**config.mk**
```make
export PLATFORM = sky130hd
export DESIGN_NAME = sdram_wr_buffer
export DESIGN_NICKNAME = d
export VERILOG_FILES = /design/src/rtl/sdram_wr_buffer_pkg.sv /design/src/rtl/sdram_wr_fifo.sv /design/src/rtl/sdram_wr_buffer.sv
export SDC_FILE = /design/constraint.sdc
export NUM_CORES = 1
export LEC_CHECK = 0
export CORE_AREA = 3 3 177 213
export CTS_CLUSTER_DIAMETER = 80
export DETAILED_ROUTE_END_ITERATION = 7
export DIE_AREA = 0 0 180 216
export SKIP_CTS_REPAIR_TIMING = 1
export SLEW_MARGIN = 40
export SYNTH_ARGS = -nofsm -noshare
export SYNTH_HDL_FRONTEND = slang
export SYNTH_SLANG_ARGS = --single-unit
```
**constraint.sdc**
```tcl
create_clock -name clk -period 16.8 [get_ports clk]
set_input_delay 2.52 -clock clk [delete_from_list [all_inputs] [get_ports clk]]
set_output_delay 2.52 -clock clk [all_outputs]
set_load 0.05 [all_outputs]
```
**src/rtl/sdram_wr_buffer_pkg.sv**
```systemverilog
// Shared SDRAM write-buffer definitions: FSM state encoding and default depth.
// Latency: n/a (types and constants only).
// Backpressure: n/a.
package sdram_wr_buffer_pkg;

    // Default buffer depth is 2**SDRAM_WR_DEPTH_LOG2 entries.
    localparam int unsigned SDRAM_WR_DEPTH_LOG2 = 2;

    // Saturation value of the optional drop counter.
    localparam logic [15:0] SDRAM_WR_DROP_MAX = 16'hFFFF;

    typedef enum logic {
        ST_IDLE = 1'b0,
        ST_REQ  = 1'b1
    } wr_state_e;

endpackage

```
**src/rtl/sdram_wr_fifo.sv**
```systemverilog
// Storage and pointers for the SDRAM write buffer; head entry always visible.
// Latency: a push is visible at the head one cycle later; full/empty are registered.
// Backpressure: none internally; the caller must not push when full or pop when empty.
//
// Ports: clk/rst_n; push_i + push_dat_i write an entry; pop_i retires the head;
//        head_dat_o is the oldest entry; full_o / empty_o are registered flags.
module sdram_wr_fifo
    import sdram_wr_buffer_pkg::*;
#(
    parameter int unsigned WIDTH      = 64,
    parameter int unsigned DEPTH_LOG2 = SDRAM_WR_DEPTH_LOG2
) (
    input  logic             clk,
    input  logic             rst_n,
    input  logic             push_i,
    input  logic [WIDTH-1:0] push_dat_i,
    input  logic             pop_i,
    output logic [WIDTH-1:0] head_dat_o,
    output logic             full_o,
    output logic             empty_o
);
    localparam int unsigned DEPTH = 1 << DEPTH_LOG2;

    logic [WIDTH-1:0]    mem_q [DEPTH];
    // One extra pointer bit distinguishes full (MSBs differ) from empty (equal).
    logic [DEPTH_LOG2:0] wr_ptr_q, wr_ptr_d;
    logic [DEPTH_LOG2:0] rd_ptr_q, rd_ptr_d;
    logic                full_q, full_d;
    logic                empty_q, empty_d;

    always_comb begin
        wr_ptr_d = wr_ptr_q + {{DEPTH_LOG2{1'b0}}, push_i};
        rd_ptr_d = rd_ptr_q + {{DEPTH_LOG2{1'b0}}, pop_i};
        // Flags are computed from the next pointers so they can be registered
        // without lagging the pointers by a cycle.
        full_d   = (wr_ptr_d[DEPTH_LOG2] != rd_ptr_d[DEPTH_LOG2]) &&
                   (wr_ptr_d[DEPTH_LOG2-1:0] == rd_ptr_d[DEPTH_LOG2-1:0]);
        empty_d  = (wr_ptr_d == rd_ptr_d);
    end

    always_ff @(posedge clk or negedge rst_n) begin
        if (!rst_n) begin
            wr_ptr_q <= '0;
            rd_ptr_q <= '0;
            full_q   <= 1'b0;
            empty_q  <= 1'b1;
        end else begin
            wr_ptr_q <= wr_ptr_d;
            rd_ptr_q <= rd_ptr_d;
            full_q   <= full_d;
            empty_q  <= empty_d;
        end
    end

    // Data array carries no reset; validity is tracked by the pointers alone.
    always_ff @(posedge clk) begin
        if (push_i) begin
            mem_q[wr_ptr_q[DEPTH_LOG2-1:0]] <= push_dat_i;
        end
    end

    assign head_dat_o = mem_q[rd_ptr_q[DEPTH_LOG2-1:0]];
    assign full_o     = full_q;
    assign empty_o    = empty_q;

endmodule

```
**src/rtl/sdram_wr_buffer.sv**
```systemverilog
// Buffers write-mux words and issues them one at a time as SDRAM write requests.
// Latency: 2 cycles from a push into an empty buffer to sdram_req; <= 1 word per 2 cycles.
// Backpressure: writes arriving while full are dropped and flagged in sticky overflow.
//
// Ports: clk, rst_n (async, active-low); wr_en_sdram/wr_data_sdram/wr_address in;
//        full, overflow status; sdram_req/sdram_addr/sdram_data held until sdram_ack.
//        Optional drop_count (16-bit, saturating) when SDRAM_WR_BUF_STATS_EN is defined.
module sdram_wr_buffer
    import sdram_wr_buffer_pkg::*;
#(
    parameter int unsigned DATA_WIDTH = 32,
    parameter int unsigned ADDR_WIDTH = 32,
    parameter int unsigned DEPTH_LOG2 = SDRAM_WR_DEPTH_LOG2
) (
    input  logic                  clk,
    input  logic                  rst_n,
    input  logic                  wr_en_sdram,
    input  logic [DATA_WIDTH-1:0] wr_data_sdram,
    input  logic [ADDR_WIDTH-1:0] wr_address,
    output logic                  full,
    output logic                  overflow,
    output logic                  sdram_req,
    output logic [ADDR_WIDTH-1:0] sdram_addr,
    output logic [DATA_WIDTH-1:0] sdram_data,
    input  logic                  sdram_ack
`ifdef SDRAM_WR_BUF_STATS_EN
    ,
    output logic [15:0]           drop_count
`endif
);
    localparam int unsigned ENTRY_W = ADDR_WIDTH + DATA_WIDTH;

    wr_state_e             state_q, state_d;
    logic [ADDR_WIDTH-1:0] addr_q, addr_d;
    logic [DATA_WIDTH-1:0] data_q, data_d;
    logic                  overflow_q, overflow_d;

    logic                  fifo_full;
    logic                  fifo_empty;
    logic [ENTRY_W-1:0]    head_dat;
    logic                  push;
    logic                  pop;
    logic                  drop;

    // A full buffer drops the write even if the head retires this cycle.
    assign push = wr_en_sdram && !fifo_full;
    assign drop = wr_en_sdram &&  fifo_full;
    // Ack only counts while a request is outstanding.
    assign pop  = (state_q == ST_REQ) && sdram_ack;

    sdram_wr_fifo #(
        .WIDTH      (ENTRY_W),
        .DEPTH_LOG2 (DEPTH_LOG2)
    ) u_fifo (
        .clk        (clk),
        .rst_n      (rst_n),
        .push_i     (push),
        .push_dat_i ({wr_address, wr_data_sdram}),
        .pop_i      (pop),
        .head_dat_o (head_dat),
        .full_o     (fifo_full),
        .empty_o    (fifo_empty)
    );

    always_comb begin
        state_d    = state_q;
        addr_d     = addr_q;
        data_d     = data_q;
        overflow_d = overflow_q | drop;
        case (state_q)
            ST_IDLE: begin
                // Latch the head on entry to REQ so addr/data stay stable until ack.
                if (!fifo_empty) begin
                    state_d = ST_REQ;
                    addr_d  = head_dat[ENTRY_W-1:DATA_WIDTH];
                    data_d  = head_dat[DATA_WIDTH-1:0];
                end
            end
            ST_REQ: begin
                if (sdram_ack) begin
                    state_d = ST_IDLE;
                end
            end
            default: state_d = ST_IDLE;
        endcase
    end

    always_ff @(posedge clk or negedge rst_n) begin
        if (!rst_n) begin
            state_q    <= ST_IDLE;
            addr_q     <= '0;
            data_q     <= '0;
            overflow_q <= 1'b0;
        end else begin
            state_q    <= state_d;
            addr_q     <= addr_d;
            data_q     <= data_d;
            overflow_q <= overflow_d;
        end
    end

    assign full       = fifo_full;
    assign overflow   = overflow_q;
    assign sdram_req  = (state_q == ST_REQ);
    assign sdram_addr = addr_q;
    assign sdram_data = data_q;

`ifdef SDRAM_WR_BUF_STATS_EN
    logic [15:0] drop_cnt_q, drop_cnt_d;

    always_comb begin
        drop_cnt_d = drop_cnt_q;
        if (drop && (drop_cnt_q != SDRAM_WR_DROP_MAX)) begin
            drop_cnt_d = drop_cnt_q + 16'd1;
        end
    end

    always_ff @(posedge clk or negedge rst_n) begin
        if (!rst_n) begin
            drop_cnt_q <= '0;
        end else begin
            drop_cnt_q <= drop_cnt_d;
        end
    end

    assign drop_count = drop_cnt_q;
`endif

endmodule

```
==> metrics.txt <==
status finished clean; CP max-delay cell and3b_4; synthesized flop and latch total between 300 and 400; worst path arrival time about 4.5 ns; Avg Inst Size Synth 19.3 um^2; # diodes 0; number of buffers created by CTS 36; # clock sinks 330; Setup Crit Path Kind input pin to register; die span in x 180 um; post-layout min period 4.37 ns; GRT Util Overall a little over an eighth; total wire length 26.0 mm; FMAX ~230 MHz; io pins 135; max cap viols 0; largest net degree at the start of global routing 65; yosys warns 0; Netlist cell types 26; GPL Wtd Cong just under 0.7; residual DRC count 0; Mapped Nets 719; wire length of the first global-routing pass 40.1 mm; clock root buffer clkbuf_16; Worst-Margin Slew 0.761 ns; Rows 76; M1 GR Usage 16.2%; 1st-pass router iterations 4; Worst setup SP type input pin; antenna viol nets, final 0; Post-Syn Area 0.0125 mm^2; Core ar. 0.0358 mm^2; layout cells sized above 1 roughly 16%; vias in the first global route 6766; Initial DRC Count between 300 and 400; total die area around 0.04 mm^2; Max Slew Vio Count 0; Req. time, crit path 16.94 ns; Vias per Instance between 4 and 5; Synth area leader edfxtp_1; post-synth top area share 61.7%; I/O Buffers 134; busiest grt layer met2; critical path cell sequence clkdlybuf4s50_1 > nor2b_1 > and3b_4 > buf_4; Die Span Y about 220 um; slew margin rel. 49.2%; static leakage 5.56 nW; H-tree Lvls 2; routed wire length per instance 20.1 um; Reg clk slew, reported paths 0.05 ns; Clk Latency, worst-skew pair 0.52 ns; class of the worst hold path register to register; area grow syn2layout 23.7%; power density cells 191 mW/mm^2; R2R Setup Slk approximately 14 ns; met2 GRT Util 24.0%; # setup viols final 0; total gr overflow 0; Final period util between 20% and 30%; GR Layer Usage met3 approximately 2.8%; largest cells by area after synthesis edfxtp_1 62%, dfrtp_1 15%, mux2i_1 10%, o221ai_2 7.2%, nand2_1 2.0%; Syn Inst Count 647; number of nets in the layout 870; final number of hold-violating endpoints 0; RSZ-0062 raised after global routing no; endpoint class of the critical path register; initial antenna violation count 1; clock skew 0.0211 ns; detailed-route via count 6198; Slowest Stage Delay on Critical Path 0.60 ns; post-synthesis sequential area ratio between 70% and 80%; Starting Density 34.7%; CTS tree yes; largest fanout on the critical path 35; Post-Route Utilization 43.0%; Max clock buf depth 3; setup TNS 0 ns; DP HPWL 15.2 mm; maximum vdd drop around 0.078 mV
## final timing paths
kind	startpoint	depth (start not counted)	to
worst max-delay path	wr_en_sdram	4	u_fifo.mem_q[1][17]
min in group asynchronous	rst_n	1	sdram_data[2]
max in group asynchronous	rst_n	2	u_fifo.rd_ptr_q[1]
worst min-delay path	overflow	1	overflow
worst max register to register	u_fifo.rd_ptr_q[1]	5	u_fifo.empty_o
worst min register to register	overflow	1	overflow
## power by group
part / internal [mW] / total, mW / switching (mW)
sequential: 1.10 / 1.21 / 0.110
clock: 0.428 / 0.728 / 0.300
combinational: 0.366 / 1.00 / 0.634
## state kept, by name, summed over array words and instances, names as in the netlist
name	cells
overflow	1
sdram_addr	32
sdram_data	32
sdram_req	1
u_fifo.empty_o	1
u_fifo.full_o	1
u_fifo.mem_q	256
u_fifo.rd_ptr_q	3
u_fifo.wr_ptr_q	3
## worst max-delay path: cells and delay by family
| family | cells | cell delay, ns |
|---|---|---|
| buf+inv | 2 | 1.03 |
| simple gates | 2 | 0.91 |
## cell families (layout without fill, tap and decap cells)
kind of cell / Yosys count / after routing / synth area share [%]
flip-flops: 330 / 330 / 76.6
adder cells (fa/ha/maj): 4 / 4 / 0.402
XOR/XNOR: 5 / 5 / 0.352
multiplexers: 128 / 128 / 10.3
AND/OR/NAND/NOR: 78 / 78 / 2.56
AO/OA/AOI/OAI: 66 / 66 / 7.61
buffers and inverters: 36 / 213 / 2.19
## cell type report
cell class              instances  area [um^2]
fillers                      3174        20400
flip-flops and latches        330         9540
multi-input cells             281         2680
repair buffers                147         1500
clock buffers                  47          983
well taps                     468          586
clock inverters                17          111
inverters                       2         7.51
## per-layer routing
metal  wire [um]  vias to the layer above
met2       13800                      130
met4         398                        2
li1            -                     2855
met5          11                        -
met1       10700                     3177
met3        1100                       34
## stage by stage
| step | cells | hold slack (ns) | total power [mW] | cell area [um^2] | setup slack (ns) |
|---|---|---|---|---|---|
| after floorplan | 647 | 0.446 | 1.93 | 12500 | 8.76 |
| after global placement | 1223 | 0.451 | 2.22 | 14200 | 11.44 |
| after detailed placement | 1228 | 0.451 | 2.25 | 14300 | 11.85 |
| after CTS | 1292 | 0.463 | 2.99 | 15400 | 12.37 |
| after global routing | 1292 | 0.487 | 3.08 | 15400 | 12.26 |
| final | 1292 | 0.452 | 2.94 | 15400 | 12.43 |
## synthesized netlist by cell type
cell / number
a21oi_1: 1
mux2i_1: 128
or3_1: 1
nand2_1: 66
edfxtp_1: 256
xor2_1: 2
nand2_2: 1
buf_6: 8
nor2_1: 3
ha_1: 4
o221ai_1: 4
buf_4: 10
nor3b_1: 1
inv_1: 2
dfstp_2: 1
and2_1: 1
a21o_1: 1
and3b_1: 1
nor2b_1: 2
buf_2: 8
dfrtp_1: 73
and3_1: 1
clkbuf_4: 8
xnor2_1: 3
o221ai_2: 60
or2_2: 1
## cells in the final DEF, fill, tap and decap left out, types with 2 or more instances in the layout
master           instances
o221ai_2                60
inv_6                    2
buf_12                   3
mux2i_1                128
clkbuf_8                 2
edfxtp_1               256
clkbuf_1                 8
inv_1                    2
buf_4                    5
xor2_1                   2
ha_1                     4
clkbuf_16               37
o221ai_1                 4
clkdlybuf4s50_1        133
nand2_1                 66
dfrtp_1                 72
nor2b_1                  2
clkinv_2                 6
nor2_1                   2
buf_6                    4
xnor2_1                  3
buf_8                    2
clkinv_1                 7
Note: power is estimated with default switching activity, not from simulation.
